[config.mk]
export PLATFORM = sky130hd
export DESIGN_NAME = reg_write_arbiter_flat
export DESIGN_NICKNAME = d
export VERILOG_FILES = /design/src/rtl/reg_write_arbiter_pkg.sv /design/src/rtl/reg_write_arbiter_if.sv /design/src/rtl/reg_write_arbiter_reg.sv /design/src/rtl/reg_write_arbiter.sv /design/src/flat_wrapper.sv
export SDC_FILE = /design/constraint.sdc
export NUM_CORES = 1
export LEC_CHECK = 0
export CAP_MARGIN = 20
export CELL_PAD_IN_SITES_DETAIL_PLACEMENT = 1
export CELL_PAD_IN_SITES_GLOBAL_PLACEMENT = 1
export CORE_MARGIN = 1
export CORE_UTILIZATION = 32
export CTS_CLUSTER_DIAMETER = 100
export DETAILED_ROUTE_END_ITERATION = 7
export PLACE_DENSITY = 0.79
export SYNTH_ARGS = -nofsm -noshare
export SYNTH_HDL_FRONTEND = slang
export SYNTH_SLANG_ARGS = --single-unit
[constraint.sdc]
create_clock -name clock -period 3.7 [get_ports clock]
set_input_delay 0.555 -clock clock [delete_from_list [all_inputs] [get_ports clock]]
set_output_delay 0.555 -clock clock [all_outputs]
set_load 0.005 [all_outputs]
[src/rtl/reg_write_arbiter_pkg.sv]
// -----------------------------------------------------------------------------
// reg_write_arbiter_pkg
// Shared definitions for the register write arbiter blocks: FSM state
// encoding, owner index width, lock counter width and a pointer-advance helper.
// -----------------------------------------------------------------------------
package reg_write_arbiter_pkg;

    // Owner / pointer index width; wide enough for up to 8 requesters.
    localparam int OWNER_W    = 3;
    // Lock counter width; holds MAX_LOCK values up to 255.
    localparam int LOCK_CNT_W = 8;

    typedef enum logic {
        ARB  = 1'b0,
        LOCK = 1'b1
    } state_t;

    // Round-robin successor of idx among count requesters.
    function automatic logic [OWNER_W-1:0] wrap_inc(input logic [OWNER_W-1:0] idx,
                                                   input int count);
        return (int'(idx) == count - 1) ? '0 : idx + 1'b1;
    endfunction

endpackage

[src/rtl/reg_write_arbiter_if.sv]
// -----------------------------------------------------------------------------
// reg_write_arbiter_if
// Bundle of request and register-output signals between requesters and the
// arbiter.
//   req_i    : per-requester write request
//   lock_i   : per-requester lock request
//   data_i   : concatenated write data, requester k at [k*SIZE +: SIZE]
//   grant_o  : one-hot (or zero) combinational grant
//   data_o   : shared register contents
//   owner_o  : index of the most recent writer
//   valid_o  : at least one write since reset
//   locked_o : arbiter is in the LOCK state
// Modports: master (requester side), slave (arbiter side).
// -----------------------------------------------------------------------------
interface reg_write_arbiter_if
    import reg_write_arbiter_pkg::*;
#(
    parameter int SIZE  = 8,
    parameter int COUNT = 4
);
    logic [COUNT-1:0]      req_i;
    logic [COUNT-1:0]      lock_i;
    logic [COUNT*SIZE-1:0] data_i;
    logic [COUNT-1:0]      grant_o;
    logic [SIZE-1:0]       data_o;
    logic [OWNER_W-1:0]    owner_o;
    logic                  valid_o;
    logic                  locked_o;

    modport master (
        output req_i, lock_i, data_i,
        input  grant_o, data_o, owner_o, valid_o, locked_o
    );

    modport slave (
        input  req_i, lock_i, data_i,
        output grant_o, data_o, owner_o, valid_o, locked_o
    );
endinterface

[src/rtl/reg_write_arbiter_reg.sv]
// -----------------------------------------------------------------------------
// reg_write_arbiter_reg
// Parameterised register with write enable and synchronous clear.
//   clock    : rising-edge clock
//   reset    : synchronous active-high clear to zero
//   write_en : load d on the next edge
//   d        : write data
//   q        : stored value
// -----------------------------------------------------------------------------
module reg_write_arbiter_reg #(
    parameter int WIDTH = 8
) (
    input  logic             clock,
    input  logic             reset,
    input  logic             write_en,
    input  logic [WIDTH-1:0] d,
    output logic [WIDTH-1:0] q
);
    // NOTE: sequential state is assigned with <= so every flop samples
    // the pre-edge values regardless of process ordering.
    always_ff @(posedge clock) begin
        if (reset) begin
            q <= '0;
        end else if (write_en) begin
            q <= d;
        end
    end
endmodule

[src/rtl/reg_write_arbiter.sv]
// -----------------------------------------------------------------------------
// reg_write_arbiter
// Round-robin arbiter granting write access to one shared register, with an
// optional bounded lock that lets a requester keep the grant for up to
// MAX_LOCK consecutive cycles.
//   clock : rising-edge clock
//   reset : synchronous active-high reset; forces grant_o to zero while high
//   bus   : slave side of reg_write_arbiter_if (requests, data, grant, outputs)
// -----------------------------------------------------------------------------
module reg_write_arbiter
    import reg_write_arbiter_pkg::*;
#(
    parameter int SIZE     = 8,
    parameter int COUNT    = 4,
    parameter int MAX_LOCK = 16
) (
    input  logic               clock,
    input  logic               reset,
    reg_write_arbiter_if.slave bus
);
    state_t                  state, state_next;
    logic [OWNER_W-1:0]      ptr, ptr_next;
    logic [OWNER_W-1:0]      lock_owner, lock_owner_next;
    logic [LOCK_CNT_W-1:0]   lock_cnt, lock_cnt_next;

    logic                    hi_hit, lo_hit, arb_hit;
    logic [OWNER_W-1:0]      hi_idx, lo_idx, arb_idx, win_idx;
    logic [COUNT-1:0]        grant, owner_mask;
    logic                    owner_lock;
    logic [SIZE-1:0]         wdata;

    // Round-robin search: lowest requester at or above ptr wins; if none,
    // wrap and take the lowest requester overall.
    // NOTE: every variable written here gets a default first so no latch
    // is inferred on paths where the loop finds nothing.
    always_comb begin
        hi_hit = 1'b0;
        lo_hit = 1'b0;
        hi_idx = '0;
        lo_idx = '0;
        for (int k = COUNT - 1; k >= 0; k--) begin
            if (bus.req_i[k]) begin
                lo_hit = 1'b1;
                lo_idx = OWNER_W'(k);
                if (k >= int'(ptr)) begin
                    hi_hit = 1'b1;
                    hi_idx = OWNER_W'(k);
                end
            end
        end
        arb_hit = hi_hit | lo_hit;
        arb_idx = hi_hit ? hi_idx : lo_idx;
    end

    assign owner_mask = COUNT'(1) << lock_owner;
    assign owner_lock = |(owner_mask & bus.lock_i);

    // FSM next state and grant.
    always_comb begin
        state_next      = state;
        ptr_next        = ptr;
        lock_owner_next = lock_owner;
        lock_cnt_next   = lock_cnt;
        grant           = '0;
        win_idx         = lock_owner;
        case (state)
            ARB: begin
                if (arb_hit) begin
                    grant    = COUNT'(1) << arb_idx;
                    win_idx  = arb_idx;
                    ptr_next = wrap_inc(arb_idx, COUNT);
                    if (|((COUNT'(1) << arb_idx) & bus.lock_i)) begin
                        state_next      = LOCK;
                        lock_owner_next = arb_idx;
                        lock_cnt_next   = LOCK_CNT_W'(1);
                    end
                end
            end
            LOCK: begin
                // Counter runs every locked cycle, even when the owner idles.
                lock_cnt_next = lock_cnt + 1'b1;
                // Lock release or exhausted budget: a dead cycle, then ARB
                // resumes with ptr still at owner+1.
                if (!owner_lock || lock_cnt == LOCK_CNT_W'(MAX_LOCK)) begin
                    state_next = ARB;
                end else begin
                    grant = owner_mask & bus.req_i;
                end
            end
            default: state_next = ARB;
        endcase
        if (reset) begin
            grant = '0;
        end
    end

    always_ff @(posedge clock) begin
        if (reset) begin
            state      <= ARB;
            ptr        <= '0;
            lock_owner <= '0;
            lock_cnt   <= '0;
        end else begin
            state      <= state_next;
            ptr        <= ptr_next;
            lock_owner <= lock_owner_next;
            lock_cnt   <= lock_cnt_next;
        end
    end

    // Write-data select driven from the grant vector only, so the grant
    // path never depends on data_i.
    always_comb begin
        wdata = '0;
        for (int k = 0; k < COUNT; k++) begin
            if (grant[k]) begin
                wdata = bus.data_i[k*SIZE +: SIZE];
            end
        end
    end

    reg_write_arbiter_reg #(.WIDTH(SIZE)) u_data (
        .clock(clock), .reset(reset), .write_en(|grant), .d(wdata), .q(bus.data_o)
    );

    reg_write_arbiter_reg #(.WIDTH(OWNER_W)) u_owner (
        .clock(clock), .reset(reset), .write_en(|grant), .d(win_idx), .q(bus.owner_o)
    );

    reg_write_arbiter_reg #(.WIDTH(1)) u_valid (
        .clock(clock), .reset(reset), .write_en(|grant), .d(1'b1), .q(bus.valid_o)
    );

    assign bus.grant_o  = grant;
    assign bus.locked_o = (state == LOCK);

endmodule

[src/flat_wrapper.sv]
// flat-port wrapper written by rule: the top's interface ports become plain ports
module reg_write_arbiter_flat import reg_write_arbiter_pkg::*;
#(
    parameter int SIZE     = 8,
    parameter int COUNT    = 4,
    parameter int MAX_LOCK = 16
)
  (clock, reset, bus_req_i, bus_lock_i, bus_data_i, bus_grant_o, bus_data_o, bus_owner_o, bus_valid_o, bus_locked_o);
  reg_write_arbiter_if #(.SIZE(SIZE), .COUNT(COUNT)) bus_i ();
  input  logic clock;
  input  logic reset;
  input wire logic [$bits(bus_i.req_i)-1:0] bus_req_i;
  input wire logic [$bits(bus_i.lock_i)-1:0] bus_lock_i;
  input wire logic [$bits(bus_i.data_i)-1:0] bus_data_i;
  output wire logic [$bits(bus_i.grant_o)-1:0] bus_grant_o;
  output wire logic [$bits(bus_i.data_o)-1:0] bus_data_o;
  output wire logic [$bits(bus_i.owner_o)-1:0] bus_owner_o;
  output wire logic [$bits(bus_i.valid_o)-1:0] bus_valid_o;
  output wire logic [$bits(bus_i.locked_o)-1:0] bus_locked_o;
  assign bus_i.req_i = bus_req_i;
  assign bus_i.lock_i = bus_lock_i;
  assign bus_i.data_i = bus_data_i;
  assign bus_grant_o = bus_i.grant_o;
  assign bus_data_o = bus_i.data_o;
  assign bus_owner_o = bus_i.owner_o;
  assign bus_valid_o = bus_i.valid_o;
  assign bus_locked_o = bus_i.locked_o;
  reg_write_arbiter #(.SIZE(SIZE), .COUNT(COUNT), .MAX_LOCK(MAX_LOCK)) u_core (.clock(clock), .reset(reset), .bus(bus_i));
endmodule
* Yosys cells after proc, flatten, opt, wreduce, memory -nomap -nowiden
Index checks and enable logic that the tools add are counted.
Word-level totals: logic and storage cells 75, bits in registers 27
Cells by class: add/sub/neg operators 2, order comparisons 4, reduce and logical (&&, ||, !) cells 8, bitwise operators 5, equal/unequal tests 4, shift operators 2, muxes and demuxes 43
Operator list (count):
- 2-to-1 mux 8 bit | 6
- 2-to-1 mux 3 bit | 11
- case mux 8 bit (2 select lines) | 1
- 2-to-1 mux 1 bit | 15
- AND 4 bit | 3
- 2-to-1 mux 4 bit | 3
- OR reduction 4 bit | 3
- 2-to-1 mux 2 bit | 5
- adder 8 x 1 -> 8 bit, second input constant | 1
- equality test 8 x 5 -> 1 bit, second input constant | 1
- case mux 4 bit (2 select lines) | 1
- << shifter 1 x 3 -> 4 bit, first input constant | 2
- greater-or-equal comparator 1 x 3 -> 1 bit, first input constant | 2
- greater-or-equal comparator 2 x 3 -> 1 bit, first input constant | 2
- inequality test 2 x 1 -> 1 bit, second input constant | 2
- AND reduction 2 bit | 2
- adder 3 x 1 -> 3 bit, second input constant | 1
- equality test 3 bit, second input constant | 1
- AND reduction 3 bit | 1
- case mux 1 bit (2 select lines) | 1
- logical NOT 1 bit | 1
- logical OR 1 bit | 1
- NOT 1 bit | 1
- bitwise OR 1 bit | 1

* Depth between registers and ports, before layout
Gate-level depths: netlist (run 1).
word-level depth 18, depth in mapped cells 13, depth with buffers taken out 12

* By module
A second synthesis (run 1) with hierarchy kept.
Second synthesis, totals: cell total of the unflattened synthesis 201, area, all modules 1655.3 sq um
By module, submodules not included:
- reg_write_arbiter | instances 1, area each 1234.9 sq um, cells each 163
- reg_write_arbiter_reg at u_core.u_data | instances 1, area each 285.3 sq um, cells each 26
- reg_write_arbiter_reg at u_core.u_owner | instances 1, area each 101.3 sq um, cells each 9
- reg_write_arbiter_reg at u_core.u_valid | instances 1, area each 33.8 sq um, cells each 3

* Worst setup path after synthesis (run 1)
OpenSTA, ideal clock, no wires.
path type input-to-reg, from in bus_req_i[2], to reg u_core.u_data.q[2], cell stages on the path 11, setup slack 857 ps, buffers on the path 2, arrival time 2754 ps, data required time 3612 ps, cell sequence mux2i_1 > nor2_1 > nor3_1 > inv_1 > ha_1 > or2_2 > a32o_1 > or3_1 > buf_6 > buf_12 > a311oi_2
Between the ends: word-level cells in the longest chain between the ends 14, elaborated cells on any way between the ends 29, classes of those cells 1 x shift; 25 x mux; 2 x bitwise; 1 x reduce/logical
RTL lines:
- start, declared | RTL line flat_wrapper.sv:12 | input wire logic [$bits(bus_i.req_i)-1:0] bus_req_i;
- 2-to-1 mux 3 bit / 2-to-1 mux 1 bit (equally long branches) | RTL line reg_write_arbiter.sv:42 | if (bus.req_i[k]) begin
- 2-to-1 mux 3 bit / 2-to-1 mux 1 bit (equally long branches) | RTL line reg_write_arbiter.sv:45 | if (k >= int'(ptr)) begin
- 2-to-1 mux 3 bit / 2-to-1 mux 1 bit (equally long branches) | RTL line reg_write_arbiter.sv:42
- 2-to-1 mux 3 bit / 2-to-1 mux 1 bit (equally long branches) | RTL line reg_write_arbiter.sv:45
- 2-to-1 mux 3 bit / 2-to-1 mux 1 bit (equally long branches) | RTL line reg_write_arbiter.sv:42
- 2-to-1 mux 3 bit (*) | RTL line reg_write_arbiter.sv:52 | arb_idx = hi_hit ? hi_idx : lo_idx;
- via u_core.arb_idx[0] | RTL line reg_write_arbiter.sv:27 | logic [OWNER_W-1:0] hi_idx, lo_idx, arb_idx, win_idx;
- << shifter 1 x 3 -> 4 bit (*) | RTL line reg_write_arbiter.sv:69 | grant = COUNT'(1) << arb_idx;
- 2-to-1 mux 4 bit (*) | RTL line reg_write_arbiter.sv:68 | if (arb_hit) begin
- case mux 4 bit (2 select lines) (*) | RTL line reg_write_arbiter.sv:66 | case (state)
- 2-to-1 mux 4 bit (*) | RTL line reg_write_arbiter.sv:92 | if (reset) begin
- 2-to-1 mux 8 bit (4 in a row) | RTL line reg_write_arbiter.sv:116 | if (grant[k]) begin
- end signal, assigned | RTL line reg_write_arbiter_reg.sv:23 | q <= '0;
- end signal, assigned | RTL line reg_write_arbiter_reg.sv:25 | q <= d;
- end, declared | RTL line reg_write_arbiter_reg.sv:17 | output logic [WIDTH-1:0] q
The timed path passes the listed nets; every way through them passes the cells marked *. A chain may end at the register's enable or synchronous reset.

* Worst setup path after layout (run 1)
from in bus_req_i[0], to out bus_grant_o[3]
Between the ends: word-level cells in the longest chain between the ends 6, elaborated cells on any way between the ends 10, classes of those cells 1 x shift; 8 x mux; 1 x bitwise
RTL lines:
- 2-to-1 mux 2 bit (tied with other cells) | RTL line reg_write_arbiter.sv:42
- 2-to-1 mux 3 bit (*) | RTL line reg_write_arbiter.sv:52
- via u_core.arb_idx[1] | RTL line reg_write_arbiter.sv:27
- << shifter 1 x 3 -> 4 bit (*) | RTL line reg_write_arbiter.sv:69
- 2-to-1 mux 4 bit (*) | RTL line reg_write_arbiter.sv:68
- case mux 4 bit (2 select lines) (*) | RTL line reg_write_arbiter.sv:66
- 2-to-1 mux 4 bit (*) | RTL line reg_write_arbiter.sv:92
- end, declared | RTL line flat_wrapper.sv:15 | output wire logic [$bits(bus_i.grant_o)-1:0] bus_grant_o;
Marked as above.

==> results of run 1 <==
==> worst max-delay path, cell delays in order <==
cell and delay, ns:
clkdlybuf4s50_1 0.52, a21oi_1 0.19, o21ai_0 0.09, a21oi_1 0.38, ha_1 0.27, nor4b_1 0.27, a41o_1 0.17, clkdlybuf4s50_1 0.55
==> area by class of cell <==
cell class,instances,area (um^2)
clock buffers,3,41.3
clock inverters,1,30.0
fillers,618,2520
inverters,8,30.0
multi-input cells,156,1070
flip-flops and latches,24,480
well taps,67,83.8
repair buffers,64,623
==> registers in the layout, indices dropped and copies added (netlist names) <==
register,flops
u_core.lock_cnt,8
u_core.u_data.q,8
u_core.lock_owner,2
u_core.ptr,2
u_core.u_owner.q,2
u_core.bus.locked_o,1
u_core.u_valid.q,1
==> power by group through the flow <==
stage | Sequential [W] | Clock, W | Combinational, W
5_1_grt | 0.000381 | 0.000253 | 0.000581
3_5_place_dp | 0.000377 | 0 | 0.000533
6_report | 0.000369 | 0.000238 | 0.000529
4_1_cts | 0.000371 | 0.000245 | 0.000535
2_1_floorplan | 0.000362 | 0 | 0.000345
3_3_place_gp | 0.000372 | 0 | 0.000525
==> metrics by stage <==
step	instances	util, %
4_1_cts	323	48.4
2_1_floorplan	200	-
6_report	323	48.4
3_5_place_dp	319	47.0
3_3_place_gp	319	47.0
5_1_grt	323	48.4
==> final timing paths <==
check                                                  endpoint                            start  cells after the start  slack (ns)
worst max-delay path                             bus_grant_o[3]                     bus_req_i[0]                      8        0.14
worst min-delay path            u_core.u_data.q[3]$_SDFFE_PP0P_  u_core.u_data.q[3]$_SDFFE_PP0P_                      1        0.47
worst max register to register  u_core.u_data.q[2]$_SDFFE_PP0P_       u_core.ptr[1]$_SDFFE_PP0P_                     12        0.91
worst min register to register  u_core.u_data.q[3]$_SDFFE_PP0P_  u_core.u_data.q[3]$_SDFFE_PP0P_                      1        0.47
==> routing by layer <==
metal | vias up | track usage, % | share of wire, %
met2 | 29 | 33.0 | 50
met1 | 808 | 22.5 | 45
met5 | - | 0 | 0
met3 | 8 | 3.93 | 2.8
li1 | 835 | - | -
met4 | 0 | 5.03 | 2.0
==> synth_stat cells, types with 2 or more instances <==
cell | n | share of area, %
a211oi_1 | 2 | 0.90
a21oi_1 | 10 | 3.0
a21oi_4 | 2 | 1.9
a221oi_1 | 2 | 1.0
a22oi_1 | 3 | 1.3
a311o_1 | 6 | 3.6
a311oi_2 | 8 | 7.2
and2_1 | 3 | 1.1
and4b_1 | 2 | 1.2
buf_2 | 3 | 0.90
buf_6 | 2 | 1.3
clkbuf_1 | 5 | 1.1
dfxtp_1 | 24 | 29
ha_1 | 6 | 4.5
inv_1 | 8 | 1.8
mux2_2 | 2 | 1.3
mux2i_1 | 5 | 3.0
nand2_1 | 27 | 6.1
nand2b_1 | 2 | 0.75
nand3_1 | 9 | 2.7
nand3b_2 | 2 | 1.3
nor2_1 | 29 | 6.5
nor3_1 | 5 | 1.5
o211ai_1 | 2 | 0.90
o21ai_0 | 4 | 1.2
o2bb2ai_1 | 2 | 1.0
o31ai_1 | 2 | 0.90
or2_2 | 2 | 0.75
==> cell usage in the layout, fill, tap and decap left out, drive strengths merged, types with 2 or more instances in the layout <==
master / instances
o211ai: 3
a21oi: 12
or3: 2
buf: 7
nor3: 5
a221oi: 2
nand2: 27
or2: 2
and2: 4
a211oi: 2
dfxtp: 24
nor2: 30
and4b: 2
a22oi: 3
ha: 6
mux2: 2
o31ai: 2
inv: 8
a311oi: 8
nand3b: 2
a311o: 6
mux2i: 5
nand2b: 2
o2bb2ai: 2
nand3: 9
o21ai: 4
clkdlybuf4s50: 57
clkbuf: 3
==> kinds of logic after synthesis <==
| logic type | share of synthesized area (%) |
|---|---|
| AOI/OAI and AO/OA | 26.9 |
| other | 0.225 |
| and+or+nand+nor | 27.9 |
| buffers and inverters | 6.82 |
| DFF | 28.8 |
| adders and majority gates | 4.50 |
| muxes | 4.35 |
| xor gates and xnor gates | 0.525 |
==> run_results.csv, run 1 <==
group,metric,value,unit
timing,slew_headroom,63.5,%
routing,detail-route-antenna-nets,0,
power_and_ir_drop,switching_share,35.0,%
flow_run,maxCapViolations,0,
placement,pre_cts_slack,0.165,ns
synth,synth_edf_count,0,
placement,dp_hpwl,3900,um
timing,finalSetupViolCount,0,
synth,synth_fp_nets,248,
power_and_ir_drop,power.leakage,0.836,nW
worst_setup_path,critPathLaunchType,"input pin",
layout,insertedDiodeCount,0,
synth,netlist_area,1670,um^2
placement,place_area,2290,um^2
floorplan,die_height,74.2,um
timing,whs,0.472,ns
routing,via_count,1680,
power_and_ir_drop,vdd_ir_drop_max,0.270,mV
timing,tns,0,ns
power_and_ir_drop,combPwrFrac,46.6,%
timing,fin_ws,0.141,ns
floorplan,die_width,74.2,um
power_and_ir_drop,power,0.00114,W
power_and_ir_drop,p_seq_share,32.5,%
timing,finalHoldViolations,0,
placement,port-buffer-count,57,
synth,yosys_warnings,0,
clock_network,post_cts_resized,0,
routing,drc,0,
routing,via_per_inst,5.20,
synth,synth_cells,200,
floorplan,ioPinCount,59,
routing,drt_wl_total,4900,um
clock_network,hold_buffers,0,
hold_path,hold_path.class,"reg2reg",
routing,wire_per_inst,15.2,um
timing,finalCritPeriodShare,96.2,%
power_and_ir_drop,clkPwrFrac,20.9,%
floorplan,rows,25,
timing,rsz0062_at_grt,"false",
clock_network,cts-root-buf,"clkbuf_8",
clock_network,clk_path_buf_depth,2,
routing,dr.pass1.iters,4,
floorplan,die-area,5510,um^2
worst_setup_path,path_class,"in2out",
synth,synth_ff_type,"dfxtp_1",
timing,min_period,3.56,ns
clock_network,clock-sinks,24,
global_routing,grt.total_usage,18.5,%
run_status,outcome,"complete, no violations",
global_routing,antenna_found_initial,0,
global_routing,grt_pass1_vias,1706,
layout,area_growth,41.6,%
routing,drtIter0Drc,56,
clock_network,cts_tree,"yes",
clock_network,clk-insertion-delay-late,0.27,ns
layout,final_nets,305,
placement,gp_congestion,0.786,
clock_network,post_cts_buffers,0,
floorplan,initial_core_util,34.2,%
worst_setup_path,cp_max_fo,7,
power_and_ir_drop,p_switching,0.000398,W
clock_network,clk_pin_slew,0.09,ns
worst_setup_path,crit_required,3.14,ns
global_routing,grt_pass1_wl,7910,um
power_and_ir_drop,powerDensity,481,nW/um^2
timing,max_slew.worst_pin.slew,0.547,ns
timing,clock_skew,0.00222,ns
power_and_ir_drop,p_int,0.000738,W
global_routing,gr-total-overflow,0,
synth,async_reset_ff_share,0,%
worst_setup_path,endpoint_kind,"output pin",
synth,ys_seq_area_share,28.8,%
layout,drive_above_1_share,12.9,%
layout,stdcell_area,2360,um^2
synth,avgSynthCellArea,8.35,um^2
global_routing,grt_max_degree,22,
synth,synth-seq-cells,24,
timing,finalMaxSlewViolations,0,
worst_setup_path,critPathArrivalTime,3.00,ns
floorplan,core_area,4880,um^2
clock_network,cts.htree.levels,1,
timing,max_freq,281,MHz
clock_network,numCtsBuffers,3,
synth,ys_types,49,
Power figures use the tool's default switching activity.
==> run 2, diff against run 1 <==
--- a/config.mk
+++ b/config.mk
@@ -13,6 +13,7 @@
 export CTS_CLUSTER_DIAMETER = 100
 export DETAILED_ROUTE_END_ITERATION = 7
 export PLACE_DENSITY = 0.79
+export SLEW_MARGIN = 20
 export SYNTH_ARGS = -nofsm -noshare
 export SYNTH_HDL_FRONTEND = slang
 export SYNTH_SLANG_ARGS = --single-unit
==> results of run 2 <==
The final DEF is identical to that of run 1; final timing and power are the same.
==> run 3, diff against run 2 <==
--- a/config.mk
+++ b/config.mk
@@ -5,7 +5,6 @@
 export SDC_FILE = /design/constraint.sdc
 export NUM_CORES = 1
 export LEC_CHECK = 0
-export CAP_MARGIN = 20
 export CELL_PAD_IN_SITES_DETAIL_PLACEMENT = 1
 export CELL_PAD_IN_SITES_GLOBAL_PLACEMENT = 1
 export CORE_MARGIN = 1
==> results of run 3 <==
The final DEF is identical to that of run 1; final timing and power are the same.
